[src/rtl/mccu_pkg.sv]
// Shared types and helpers for the MCCU interrupt controller.
// Latency: n/a (declarations only).
// Backpressure: n/a.
// Contents: slot_state_t (per-core FSM states), calc_id_w (width of a core index).
package mccu_pkg;

  typedef enum logic [1:0] {
    IDLE   = 2'd0,
    PEND   = 2'd1,
    RELOAD = 2'd2,
    BLANK  = 2'd3
  } slot_state_t;

  // Width of a core index, never less than one bit so a single-core build
  // still has a legal irq_id_o port.
  function automatic int calc_id_w(input int n_cores);
    int w;
    w = $clog2(n_cores);
    return (w < 1) ? 1 : w;
  endfunction

endpackage

[src/rtl/mccu_irq_slot.sv]
// Per-core interrupt slot: rising-edge capture, sticky pending/overflow, clear with optional quota reload.
// Latency: pending one cycle after the capturing edge; reload pulse one cycle after the clear.
// Backpressure: none; clear is a single-cycle write-1-to-clear and the reload pulse is fire-and-forget.
// Ports: clk, rst_n (async active-low); enable, irq_level, clear, reload_en, reload_value in;
//        pending, overflow, update_quota, quota out (quota is zero outside the reload pulse).
module mccu_irq_slot
  import mccu_pkg::*;
#(
  parameter int DATA_WIDTH = 32
) (
  input  logic                  clk,
  input  logic                  rst_n,
  input  logic                  enable,
  input  logic                  irq_level,
  input  logic                  clear,
  input  logic                  reload_en,
  input  logic [DATA_WIDTH-1:0] reload_value,
  output logic                  pending,
  output logic                  overflow,
  output logic                  update_quota,
  output logic [DATA_WIDTH-1:0] quota
);

  slot_state_t           state_q, state_d;
  logic                  prev_q;
  logic                  ovf_q, ovf_d;
  logic [DATA_WIDTH-1:0] rld_q, rld_d;
  logic                  rise;

  // prev follows the level every cycle, even while disabled, so a level that
  // was already high when enable returns is not mistaken for a new event.
  assign rise = irq_level & ~prev_q & enable;

  always_ff @(posedge clk or negedge rst_n) begin
    if (!rst_n) begin
      state_q <= IDLE;
      prev_q  <= 1'b0;
      ovf_q   <= 1'b0;
      rld_q   <= '0;
    end else begin
      state_q <= state_d;
      prev_q  <= irq_level;
      ovf_q   <= ovf_d;
      rld_q   <= rld_d;
    end
  end

  always_comb begin
    state_d = state_q;
    ovf_d   = ovf_q;
    rld_d   = rld_q;
    case (state_q)
      IDLE: begin
        if (rise) state_d = PEND;
      end
      PEND: begin
        if (clear) begin
          ovf_d = 1'b0;
          // A fresh edge arriving with the clear keeps the slot pending so
          // the new event is not lost; overflow stays cleared in that case.
          if (!rise) begin
            state_d = reload_en ? RELOAD : IDLE;
            rld_d   = reload_value;
          end
        end else if (rise) begin
          ovf_d = 1'b1;
        end
      end
      RELOAD: begin
        state_d = BLANK;
      end
      BLANK: begin
        // The MCCU level may still reflect the old quota this cycle, so edges
        // are ignored; a level still high here (e.g. zero reload) re-arms.
        state_d = (irq_level && enable) ? PEND : IDLE;
      end
      default: begin
        state_d = IDLE;
      end
    endcase
  end

  assign pending      = (state_q == PEND);
  assign overflow     = ovf_q;
  assign update_quota = (state_q == RELOAD);
  assign quota        = update_quota ? rld_q : '0;

endmodule

[src/rtl/mccu_irq_ctrl.sv]
// MCCU interrupt controller: N_CORES independent slots plus masked OR and lowest-index priority encoder.
// Latency: pending/irq one cycle after the quota edge; irq_o/irq_id_o combinational from pending_o and mask_i.
// Backpressure: none; every core's reload pulse is issued unconditionally, several may fire together.
// Ports: clk_i, rstn_i; enable_i, interruption_quota_i, mask_i, clear_i, reload_en_i, reload_value_i in;
//        pending_o, overflow_o, irq_o, irq_id_o, update_quota_o, quota_o out.
module mccu_irq_ctrl
  import mccu_pkg::*;
#(
  parameter int N_CORES    = 4,
  parameter int DATA_WIDTH = 32,
  parameter int ID_W       = calc_id_w(N_CORES)
) (
  input  logic                                clk_i,
  input  logic                                rstn_i,
  input  logic                                enable_i,
  input  logic [N_CORES-1:0]                  interruption_quota_i,
  input  logic [N_CORES-1:0]                  mask_i,
  input  logic [N_CORES-1:0]                  clear_i,
  input  logic                                reload_en_i,
  input  logic [N_CORES-1:0][DATA_WIDTH-1:0]  reload_value_i,
  output logic [N_CORES-1:0]                  pending_o,
  output logic [N_CORES-1:0]                  overflow_o,
  output logic                                irq_o,
  output logic [ID_W-1:0]                     irq_id_o,
  output logic [N_CORES-1:0]                  update_quota_o,
  output logic [N_CORES-1:0][DATA_WIDTH-1:0]  quota_o
);

  logic [N_CORES-1:0] masked;

  for (genvar k = 0; k < N_CORES; k++) begin : g_slot
    mccu_irq_slot #(
      .DATA_WIDTH(DATA_WIDTH)
    ) u_slot (
      .clk          (clk_i),
      .rst_n        (rstn_i),
      .enable       (enable_i),
      .irq_level    (interruption_quota_i[k]),
      .clear        (clear_i[k]),
      .reload_en    (reload_en_i),
      .reload_value (reload_value_i[k]),
      .pending      (pending_o[k]),
      .overflow     (overflow_o[k]),
      .update_quota (update_quota_o[k]),
      .quota        (quota_o[k])
    );
  end

  assign masked = pending_o & ~mask_i;
  assign irq_o  = |masked;

  // Scan from the top down so the lowest pending index is written last and wins.
  always_comb begin
    irq_id_o = '0;
    for (int i = N_CORES - 1; i >= 0; i--) begin
      if (masked[i]) irq_id_o = ID_W'(i);
    end
  end

endmodule

[config.mk]
export PLATFORM = sky130hd
export DESIGN_NAME = mccu_irq_ctrl
export DESIGN_NICKNAME = d
export VERILOG_FILES = /design/src/rtl/mccu_pkg.sv /design/src/rtl/mccu_irq_slot.sv /design/src/rtl/mccu_irq_ctrl.sv
export SDC_FILE = /design/constraint.sdc
export NUM_CORES = 1
export LEC_CHECK = 0
export ABC_AREA = 1
export BUFFER_PORTS_ARGS = -buffer_cell sky130_fd_sc_hd__buf_2
export CORE_ASPECT_RATIO = 0.7
export CORE_MARGIN = 4
export CORE_UTILIZATION = 40
export DETAILED_ROUTE_END_ITERATION = 10
export GPL_ROUTABILITY_DRIVEN = 0
export PLACE_DENSITY = 0.68
export SLEW_MARGIN = 5
export SYNTH_ARGS = -nofsm -noshare
export SYNTH_HDL_FRONTEND = slang
export SYNTH_SLANG_ARGS = --single-unit
[constraint.sdc]
create_clock -name clk_i -period 2.6 [get_ports clk_i]
set_input_delay 0.26 -clock clk_i [delete_from_list [all_inputs] [get_ports clk_i]]
set_output_delay 0.26 -clock clk_i [all_outputs]
set_load 0.02 [all_outputs]
# [After elaboration in Yosys (flattened, before gate mapping)]
# Index checks and enable logic that the tools add are counted.
[op_classes] addsub=0 n_mul=0 div_mod_pow=0 magnitude_cmp=0 n_eq_ne=24 shifts=0 n_mux=37 bitwise=18 n_reduce_logical=25
[op_table] operator="$mux 32" count=4
[op_table] operator="$mux 2" count=17
[op_table] operator="$pmux 2 s4" count=4
[op_table] operator="$reduce_and 3->1" count=8
[op_table] operator="$eq 2x2->1 const B" count=8
[op_table] operator="$ne 2x2->1 const B" count=8
[op_table] operator="$mux 1" count=12
[op_table] operator="$and 1x1->1" count=8
[op_table] operator="$eq 2x1->1 const B" count=4
[op_table] operator="$logic_not 2->1" count=4
[op_table] operator="$ne 2x1->1 const B" count=4
[op_table] operator="$not 1->1" count=8
[op_table] operator="$reduce_and 2->1" count=4
[op_table] operator="$reduce_bool 2->1" count=4
[op_table] operator="$and 4x4->4" count=1
[op_table] operator="$logic_and 1x1->1" count=4
[op_table] operator="$not 4->4" count=1
[op_table] operator="$reduce_or 4->1" count=1
[totals] ff_bits=144 latchBits=0 ramBits=0 rom_bits=0 input_bits=144 output_inout_bits=143 word_cells=120 memories=0

# [Longest topological paths before layout]
# Gate-level depths: netlist of the first run.
[logic_depth] word_depth=6 ltp_mapped=7 depth_no_buf=7

# [Cells and area by module]
# From an unflattened synthesis of the first run, not the netlist that was laid out.
[unflattened] cells_unflattened=941 area_unflattened_um2=7141.8
[by_module_without_submodules] mod="mccu_irq_slot" instances=4 cells_per_inst=231 area_per_inst_um2=1766.7 seq_area_each_um2=900.9
[by_module_without_submodules] mod="mccu_irq_ctrl" instances=1 cells_per_inst=17 area_per_inst_um2=75.1 seq_area_each_um2=0.0

# [Worst setup path after synthesis of the first run]
# Ideal clock, no wire load.
[synth_timing] path_type="reg-to-output" start="reg g_slot[0].u_slot.state_q[0]" end="out quota_o[10] in the netlist's numbering" arrival_time_ps=1071 slack_ps=1269 path_stages_with_launch=5 path_cell_list="dfrtp_1 -> nor2_1 -> inv_1 -> buf_2 -> nor2_1"
[synth_lines] item="start: declaration" line="mccu_irq_slot.sv:24" source="slot_state_t state_q, state_d;"
[synth_lines] item="start signal: assignment" line="mccu_irq_slot.sv:41" source="state_q <= state_d;"
[synth_lines] item="end: declaration" line="mccu_irq_ctrl.sv:26" source="output logic [N_CORES-1:0][DATA_WIDTH-1:0] quota_o"

==> results of run 1 <==
## sequential cells by signal, indices dropped and copies added, names as in the netlist, named ones only
| register | count |
|---|---|
| g_slot.u_slot.rld_q | 128 |
| g_slot.u_slot.overflow | 4 |
| g_slot.u_slot.prev_q | 4 |
| g_slot.u_slot.state_q | 4 |
## cell type report
class,count,area share (%)
flip-flops and latches,144,39.5
multi-input cells,576,26.6
repair buffers,305,17.6
inverters,161,6.63
clock buffers,21,4.94
well taps,231,3.17
clock inverters,10,1.51
## power breakdown
| group | internal, uW | total [uW] | switching (uW) |
|---|---|---|---|
| clock | 1530 | 2460 | 938 |
| sequential | 3260 | 3800 | 544 |
| combinational | 1200 | 3770 | 2560 |
## worst min-delay path, delay by kind of cell
kind          cells  cell delay (ns)
buf+inv           1             0.08
simple gates      2             0.12
## cells in the mapped netlist
library cell / number
inv_1: 156
buf_6: 9
nor2_4: 4
nand3b_1: 1
a21oi_1: 5
buf_2: 26
nand3_1: 131
nand2_1: 271
o21ai_0: 13
buf_4: 25
dfrtp_1: 144
nand2_2: 7
clkinv_1: 1
o211ai_1: 1
nand2_4: 3
inv_2: 4
nor2_1: 140
## stage by stage
step / instances / setup WS, ns / util, %
floorplan: 941 / 1.27 / -
global placement: 1412 / 0.959 / 49.2
detailed placement: 1412 / 0.859 / 49.2
CTS: 1448 / 0.408 / 53.0
global route: 1448 / 0.234 / 53.0
finish: 1448 / 0.428 / 53.0
## cell families after synthesis
| logic type | share of synthesized area (%) |
|---|---|
| buffers and inverters | 14.5 |
| DFF | 51.1 |
| and+or+nand+nor | 33.0 |
| AOI/OAI and AO/OA | 1.38 |
## worst max-delay path by stage
stage                                                       start     endpoint  slack [ns]  cells past startpoint
after floorplan           g_slot[0].u_slot.state_q[0]$_DFFE_PN0P_  quota_o[10]        1.27                      4
after global placement                                       flop  quota_o[26]        0.96                      5
after detailed placement                                     flop  quota_o[14]        0.86                      5
after CTS                                                    flop  quota_o[14]        0.41                      5
after global routing                                         flop  quota_o[27]        0.23                      5
final                                                        flop  quota_o[14]        0.43                      5
## per-layer routing
metal,up-vias,routed length (um),GRT usage [%]
met2,238,8500,29.1
met4,4,298,6.03
met5,-,21,0
met3,29,1650,5.64
met1,2972,8870,26.6
li1,3314,-,-
==> results.md, run 1 <==
Die:
- The core area is ~0.017 mm2.
- The standard-cell row count is 40.
- 287 I/O pins were placed.
- The die extent in x is approximately 170 um.
- The die covers 0.0199 mm2.
- The initial core utilization is 41.0%.
- From bottom edge to top edge, the die measures between 100 and 150 um.

Flow run:
- Across the run, the number of max-cap violations was 0.

Power and ir drop:
- The cell leakage power is ~0.0056 uW.
- The final total power is 10000 uW.
- VDD sags by at most 0.417 mV.
- The power per cell area is 1100 mW/mm2.

Setup path:
- At the worst endpoint, the arrival time is 1.91 ns.
- The worst register-to-register path has a setup slack of 0.97 ns.
- In this run the worst path has a maximum fanout of 33.
- The number of buffers and inverters on the critical path is 3.
- The slowest cell on the critical path is inv_1.
- The worst setup path is launched from a flop.
- The cell count of the worst reg-to-reg path is 5.
- Among cell families on the critical path, the largest total delay comes from buffers and inverters.
- The startpoint-to-endpoint class of the critical path is flop to primary output.
- For this run, the slowest stage of the critical path takes 0.69 ns.
- STA classifies the critical path endpoint as a primary output.
- The signal on the critical path passes through inv_1, nor2_1, inv_1, nor2_1, buf_2.
- The required time of the worst setup path is 2.34 ns.

GRT:
- The total routing usage reported by global routing is 19.1%.
- Entering global routing, the biggest net connects 60 pins.
- Summed over all layers, the global routing overflow is 0.
- The number of global-route vias before repair is 6284.
- The number of antenna violations at the first check in global routing was 2.
- The global-route wire length before repair is 31.2 mm.

Cells and area:
- Summing all multi-input logic gate instances after layout gives 0.00243 mm2.
- Leaving out fill and tap cells, the most frequent cells in the layout are buf_2, nand2_1, inv_1, dfrtp_1, nor2_1.
- The sequential cells in the finished layout cover a total of about 0.0036 mm2.
- The number of filler cells placed in the layout is 1720.
- Once layout is done, the placed cells without fillers occupy about 0.0091 mm2.
- The relative area change from synthesis to final layout is 29.3%.
- The final layout net count is 1349.
- 0 antenna diodes ended up in the layout.
- The library cell used most frequently in the layout, excluding fill and tap cells, is buf_2.
- The post-route netlist has 28.4% of its cells at a drive strength greater than 1.

Logic synthesis:
- The share of synthesized area occupied by flip-flops and latches is 51.1%.
- The Yosys step of the flow raised 0 warnings.
- Averaged over all synthesized cells, the footprint is 7.50 um2.
- The area of the mapped netlist is ~0.0071 mm2.
- The synthesized design devotes to its leading area cell type between 50% and 60% of total area.
- The synthesized instance count is between 900 and 1000.
- The most area-hungry cell type in the Yosys netlist is dfrtp_1.
- When the netlist entered floorplanning its net count stood at 1085.
- Ranked by total cell area, the synthesized netlist is headed by dfrtp_1, nand2_1, nand3_1.
- The total of flip-flops plus latches after synthesis is 144.
- The number of distinct library cells after synthesis is 17.

Worst hold path:
- The instance count along the most critical hold path is 3.
- The startpoint identified for the worst hold timing path is reload_value_i[55].
- The worst min-delay path category is primary input to flop.
- The worst hold path terminates at g_slot[1].u_slot.rld_q[23]$_DFFE_PN0P_.

Route:
- Using the TritonRoute via totals, the vias-per-cell ratio works out to roughly 4.5.
- The first TritonRoute pass finished after 5 iterations.
- The average wire per cell in the routed design is 13.4 um.
- The via count is 6557.
- The number of DRC violations after detailed-routing iteration 0 is 425.
- The count of unresolved DRC violations after routing is 0.
- In this run the remaining antenna-violating nets after routing total 0.
- The total length of routed wires is 19.3 mm.

STA:
- The ratio of final minimum period to clock period is between 80% and 90%.
- The final number of setup-violating endpoints is 0.
- In this run the tightest slew margin relative to its limit is 36.6%.
- At the pin with the least slew margin, the transition time is 0.950 ns.
- The count of final max-slew check failures is 0.
- Derived from the worst setup path, the maximum achievable clock frequency is 0.460 GHz.
- The number of hold-slack violations in the final timing report came to 0.
- The worst path in the final design needs a cycle of 2.17 ns, including I/O delays and setup.
- The setup TNS is 0 ns.
- On the final layout, the worst hold slack is ~0.074 ns.
- The final worst clock skew is 0.00910 ns.
- Setup repair after global routing left no endpoint under its margin.

Clock network:
- The maximum level of the CTS H-tree is 4.
- The number of hold-repair buffers added at the cts stage is 5.
- The number of gates resized after cts is 0.
- The cell at the root of the clock tree is clkbuf_16.
- At the later pin of the worst-skew pair, clock insertion delay measures 0.42 ns.
- TritonCTS built the clock tree.
- The number of setup buffers added after CTS is 0.
- TritonCTS created 17 clock buffers.
- After clock tree synthesis, the clock-pin slew on the worst setup and hold paths is 0.06 ns.
- Counting along the longest clock path gives a buffer depth of 2.
- The clock net in this run drives a total of ~140 sinks.

Place:
- Detailed placement finished with a half-perimeter wire length of 13.7 mm.
- Buffers placed on the I/O ports in this run total 286.
- Once placement finished, the instance area stood at 0.00848 mm2.

Outcome:
- The flow ran to the end, and the final reports show no timing, DRC or antenna violations.
Note: power is estimated with default switching activity, not from simulation.
==> run 2, diff against run 1 <==
ABC_AREA = 0   (was 1)
clock period = 2.1 ns   (was 2.6 ns; I/O delays follow)
==> run 2 against run 1 <==
Against the previous run:
- clock power up 18%
- core utilization up 3.2 points
- worst setup slack worse by 0.26 ns
- critical path depth down 1
- synthesized area about the same
- via count down 25%
- register-to-register slack worse by 0.58 ns
- routed wire length down 9.5%
- sequential share of layout area down 2.3 points
- sequential cell count unchanged
- critical endpoint is now quota_o[57]
- largest power group is now combinational cells
==> results.md, run 2 <==
Worst hold path:
- The worst min-delay path category is primary input to flop (unchanged).
- The worst hold path startpoint is reload_value_i[31] (was reload_value_i[55]).
- The instance count along the most critical hold path is 2 (was 3).
- The sink of the worst hold path is g_slot[0].u_slot.rld_q[31]$_DFFE_PN0P_ (was g_slot[1].u_slot.rld_q[23]$_DFFE_PN0P_).

Die:
- The core area is 0.0172 mm2 (unchanged).
- The die footprint came to 0.0198 mm2 (was 0.0199 mm2).
- The number of top-level pins is 287 (unchanged).
- The standard-cell row count is 40 (unchanged).
- The die extent in x was 167 um (about the same).
- The height of the chip was 119 um (about the same).
- The initial core utilization was 40.9% (was 41.0%).

Clock network:
- The clock latency reported for the late side of the worst-skew pair is 0.42 ns (about the same).
- The number of sinks handled by clock tree synthesis came to 144 (unchanged).
- The cell at the root of the clock tree is clkbuf_16 (unchanged).
- The register clock-pin slew on the reported worst setup and hold paths was 0.06 ns (about the same).
- The number of buffers on the longest clock path is 2 (unchanged).
- The number of gates resized after cts was 0 (unchanged).
- The TritonCTS buffer count was 17 (unchanged).
- The maximum level of the CTS H-tree is 4 (unchanged).
- The CTS tree was yes (unchanged).

Place:
- The minimum setup slack after placement is 0.390 ns (was 0.859 ns).
- The number of placed instances with taps included was 985 (was 1412).
- The number of buffers inserted by port buffering is 286 (unchanged).
- The post-detailed-placement half-perimeter wirelength was 12.4 mm (was 13.7 mm).

Setup path:
- The flop-to-flop setup slack is 0.39 ns (was 0.97 ns).
- The slowest cell on the critical path is dfrtp_1 (was inv_1).
- Worst-path cell chain: nor2b_2, buf_4, and2_1, buf_2 (was inv_1, nor2_1, inv_1, nor2_1, buf_2).
- The required time of the worst setup path is 1.89 ns (was 2.34 ns).
- The category of the worst setup path capture point was a primary output (unchanged).
- The kind of cell with the highest combined delay on the critical path is buffers and inverters (unchanged).
- The startpoint-to-endpoint class of the critical path is flop to primary output (unchanged).
- The end of the worst register-to-register path is g_slot[1].u_slot.rld_q[20]$_DFFE_PN0P_.
- The buffer and inverter count on the worst path is 2 (was 3).
- The critical path data arrival time is 1.72 ns (was 1.91 ns).
- The cell count of the worst reg-to-reg path is 5 (unchanged).
- The maximum fanout along the worst path is 31 (was 33).
- The largest stage delay on the critical path is 0.42 ns (was 0.69 ns).
- The nature of the critical path startpoint is a flop (unchanged).

Logic synthesis:
- The number of synthesis warnings is 0 (unchanged).
- The number of distinct library cells after synthesis came to 31 (was 17).
- The most instantiated library cell after synthesis is dfrtp_1 (was nand2_1).
- The most area-hungry cell type in the Yosys netlist is dfrtp_1 (unchanged).
- The area of the mapped netlist is 0.00705 mm2 (about the same).
- The commonest register cell after synthesis is dfrtp_1 (unchanged).
- The fraction of synthesized cell area taken by the top area cell type is 51.1% (about the same).
- The total of flip-flops plus latches after synthesis is 144 (unchanged).
- The async set or reset register ratio after synthesis is 100% (unchanged).
- The average footprint of a synthesized cell is 14.2 um2 (was 7.50 um2).
- Area contributors post-synth: dfrtp_1, mux2_4, and2_1 (was dfrtp_1, nand2_1, nand3_1).
- The synthesized instance count is 495 (was 941).
- The count of flip-flops with a built-in enable after synthesis was 0 (unchanged).
- The net count of the mapped netlist was 639 (was 1085).
- The share of synthesized area occupied by flip-flops and latches is 51.1% (about the same).
- Commonest cells post-synth: dfrtp_1, and2_1, mux2_4, buf_4 (was nand2_1, inv_1, dfrtp_1, nor2_1, nand3_1).

Cells and area:
- The antenna diode count is 0 (unchanged).
- The relative area change from synthesis to final layout came to 37.2% (was 29.3%).
- The share of layout cells above drive strength 1 was 56.6% (was 28.4%).
- The non-filler instance count after layout is 1069 (was 1448).
- The register containing the most flip-flops in the final layout is g_slot.u_slot.rld_q (unchanged).
- Commonest cells after routing, fill and taps aside: buf_2, dfrtp_1, and2_1, mux2_4, dlygate4sd3_1 (was buf_2, nand2_1, inv_1, dfrtp_1, nor2_1).
- The most common cell after layout, fill and taps aside is buf_2 (unchanged).
- The final layout net count was 969 (was 1349).
- The number of flip-flops in the largest register came to 128 (unchanged).

STA:
- Unrepaired setup endpoints after global routing: false (unchanged).
- Dividing the final minimum period by the clock period gives 91.9%.
- Subtracting the final worst setup slack from the clock period gives 1.93 ns.
- The setup TNS is 0 ns (unchanged).
- The post-layout worst setup margin was 0.171 ns (was 0.428 ns).
- The number of hold-slack violations in the final timing report is 0 (unchanged).
- The final worst clock skew is 0.0139 ns (was 0.00910 ns).
- The max-slew headroom at the worst pin is 68.9% (was 36.6%).
- For this run, the top clock speed supported by timing is 0.518 GHz.
- The final number of setup-violating endpoints is 0 (unchanged).
- The count of final max-slew check failures is 0 (unchanged).
- The transition time of the tightest slew-check pin was 0.467 ns (was 0.950 ns).

GRT:
- The global-route wire length before repair came to 27.8 mm (was 31.2 mm).
- The number of global-route vias before repair is 5219 (was 6284).
- The total routing usage reported by global routing is 17.6% (was 19.1%).
- The largest net degree at the start of global routing is 54 (was 60).
- The overall overflow remaining after global route is 0 (unchanged).
- The number of antenna violations at the first check in global routing came to 2 (unchanged).

Power and ir drop:
- The power per cell area was 1420 mW/mm2 (was 1100 mW/mm2).
- The cell leakage power came to 0.00508 uW (was 0.00556 uW).
- The largest voltage drop on the vdd net is 0.665 mV (was 0.417 mV).

Route:
- The via count is 4891 (was 6557).
- The met1 routed wirelength after detailed routing is 8.01 mm (was 8.87 mm).
- The length of routed met3 wiring is 1.24 mm (was 1.65 mm).
- The average wire per cell in the routed design is 16.4 um (was 13.4 um).
- The number of vias per cell is 4.58 (was 4.53).
- The total length of routed wires is 17.5 mm (was 19.3 mm).
- The topmost layer with routed signal wires is met5 (unchanged).
- The count of nets left with antenna violations after detail routing is 0 (unchanged).
- The met2 routed wirelength was 7.93 mm (was 8.50 mm).
- The number of DRC violations after detailed-routing iteration 0 was 270 (was 425).
- The count of unresolved DRC violations after routing is 0 (unchanged).
- The detailed-routing iteration count for the pre-antenna-repair pass was 5 (unchanged).

Flow run:
- The total of max-cap violations is 0 (unchanged).

Outcome:
- Run status: complete, no violations (unchanged).
[run 2: cell types whose count changed in the layout (fill, tap and decap cells not counted), moves of 7 or more]
cell / before / now
and2_1: 0 / 128
dlygate4sd3_1: 5 / 52
inv_1: 156 / 5
mux2_2: 0 / 12
mux2_4: 0 / 116
nand2_1: 271 / 3
nand2_2: 7 / 0
nand3_1: 131 / 0
nor2_1: 140 / 6
o21ai_0: 13 / 0
[run 2: report_power, final]
group	switching (uW)	leakage, uW	total, uW	internal, uW
sequential	732	0.00172	4890	4160
clock	1280	0.000270	2900	1620
combinational	2670	0.00310	5920	3260
total	4680	0.00508	13700	9040
[run 2: worst reg2reg max path, cell delays in order (launching register included)]
cell	delay [ns]
dfrtp_1	0.38
nand2b_4	0.17
inv_1	0.09
and3_2	0.43
buf_12	0.22
mux2_4	0.31
[run 2: cells by family after synthesis]
group                  Yosys count  share of synthesized area, %
AO/OA/AOI/OAI                   19                          2.08
buffers and inverters           47                          6.02
flip-flops                     144                          51.1
multiplexers                   128                          26.6
AND/OR/NAND/NOR                157                          14.1
[run 2: how the worst max path moves through the flow]
stage / start / cells past startpoint / endpoint
6_report: g_slot[1].u_slot.state_q[0]$_DFFE_PN0P_ / 4 / quota_o[57]
3_5_place_dp: flop / 5 / g_slot[1].u_slot.rld_q[20]$_DFFE_PN0P_
3_3_place_gp: flop / 5 / g_slot[1].u_slot.rld_q[21]$_DFFE_PN0P_
5_1_grt: g_slot[1].u_slot.state_q[0]$_DFFE_PN0P_ / 4 / quota_o[57]
4_1_cts: g_slot[1].u_slot.state_q[0]$_DFFE_PN0P_ / 4 / quota_o[55]
2_1_floorplan: flop / 6 / g_slot[0].u_slot.rld_q[10]$_DFFE_PN0P_
[run 2: layer usage]
metal	global-route usage, %	vias to the layer above
met2	27.3	193
li1	-	2305
met5	0	-
met3	5.34	28
met1	23.5	2361
met4	6.49	4
[run 2: layout make-up]
type | count | area [um2]
multi-input combinational | 304 | 3030
sequential | 144 | 3600
clock buffer | 19 | 453
fill | 1422 | 7550
tap | 231 | 289
inverter | 6 | 22.5
clock inverter | 13 | 116
timing repair buffer | 352 | 2150
[run 2: through the flow]
stage          area, um2  util, %  power, uW  hold WS (ns)
4_1_cts             9670     56.2      13900      0.000447
5_1_grt             9670     56.2      14500       0.00103
2_1_floorplan       7050        -       9410       -0.0856
6_report            9670     56.2      13700        0.0230
3_3_place_gp        8580     49.8      10700         0.185
3_5_place_dp        8580     49.8      10800         0.189
[run 2: what timing repair did]
item                      in CTS  in global routing
setup buffers                  0                  0
hold buffers                  52                  0
hold endpoints to repair      98                  0
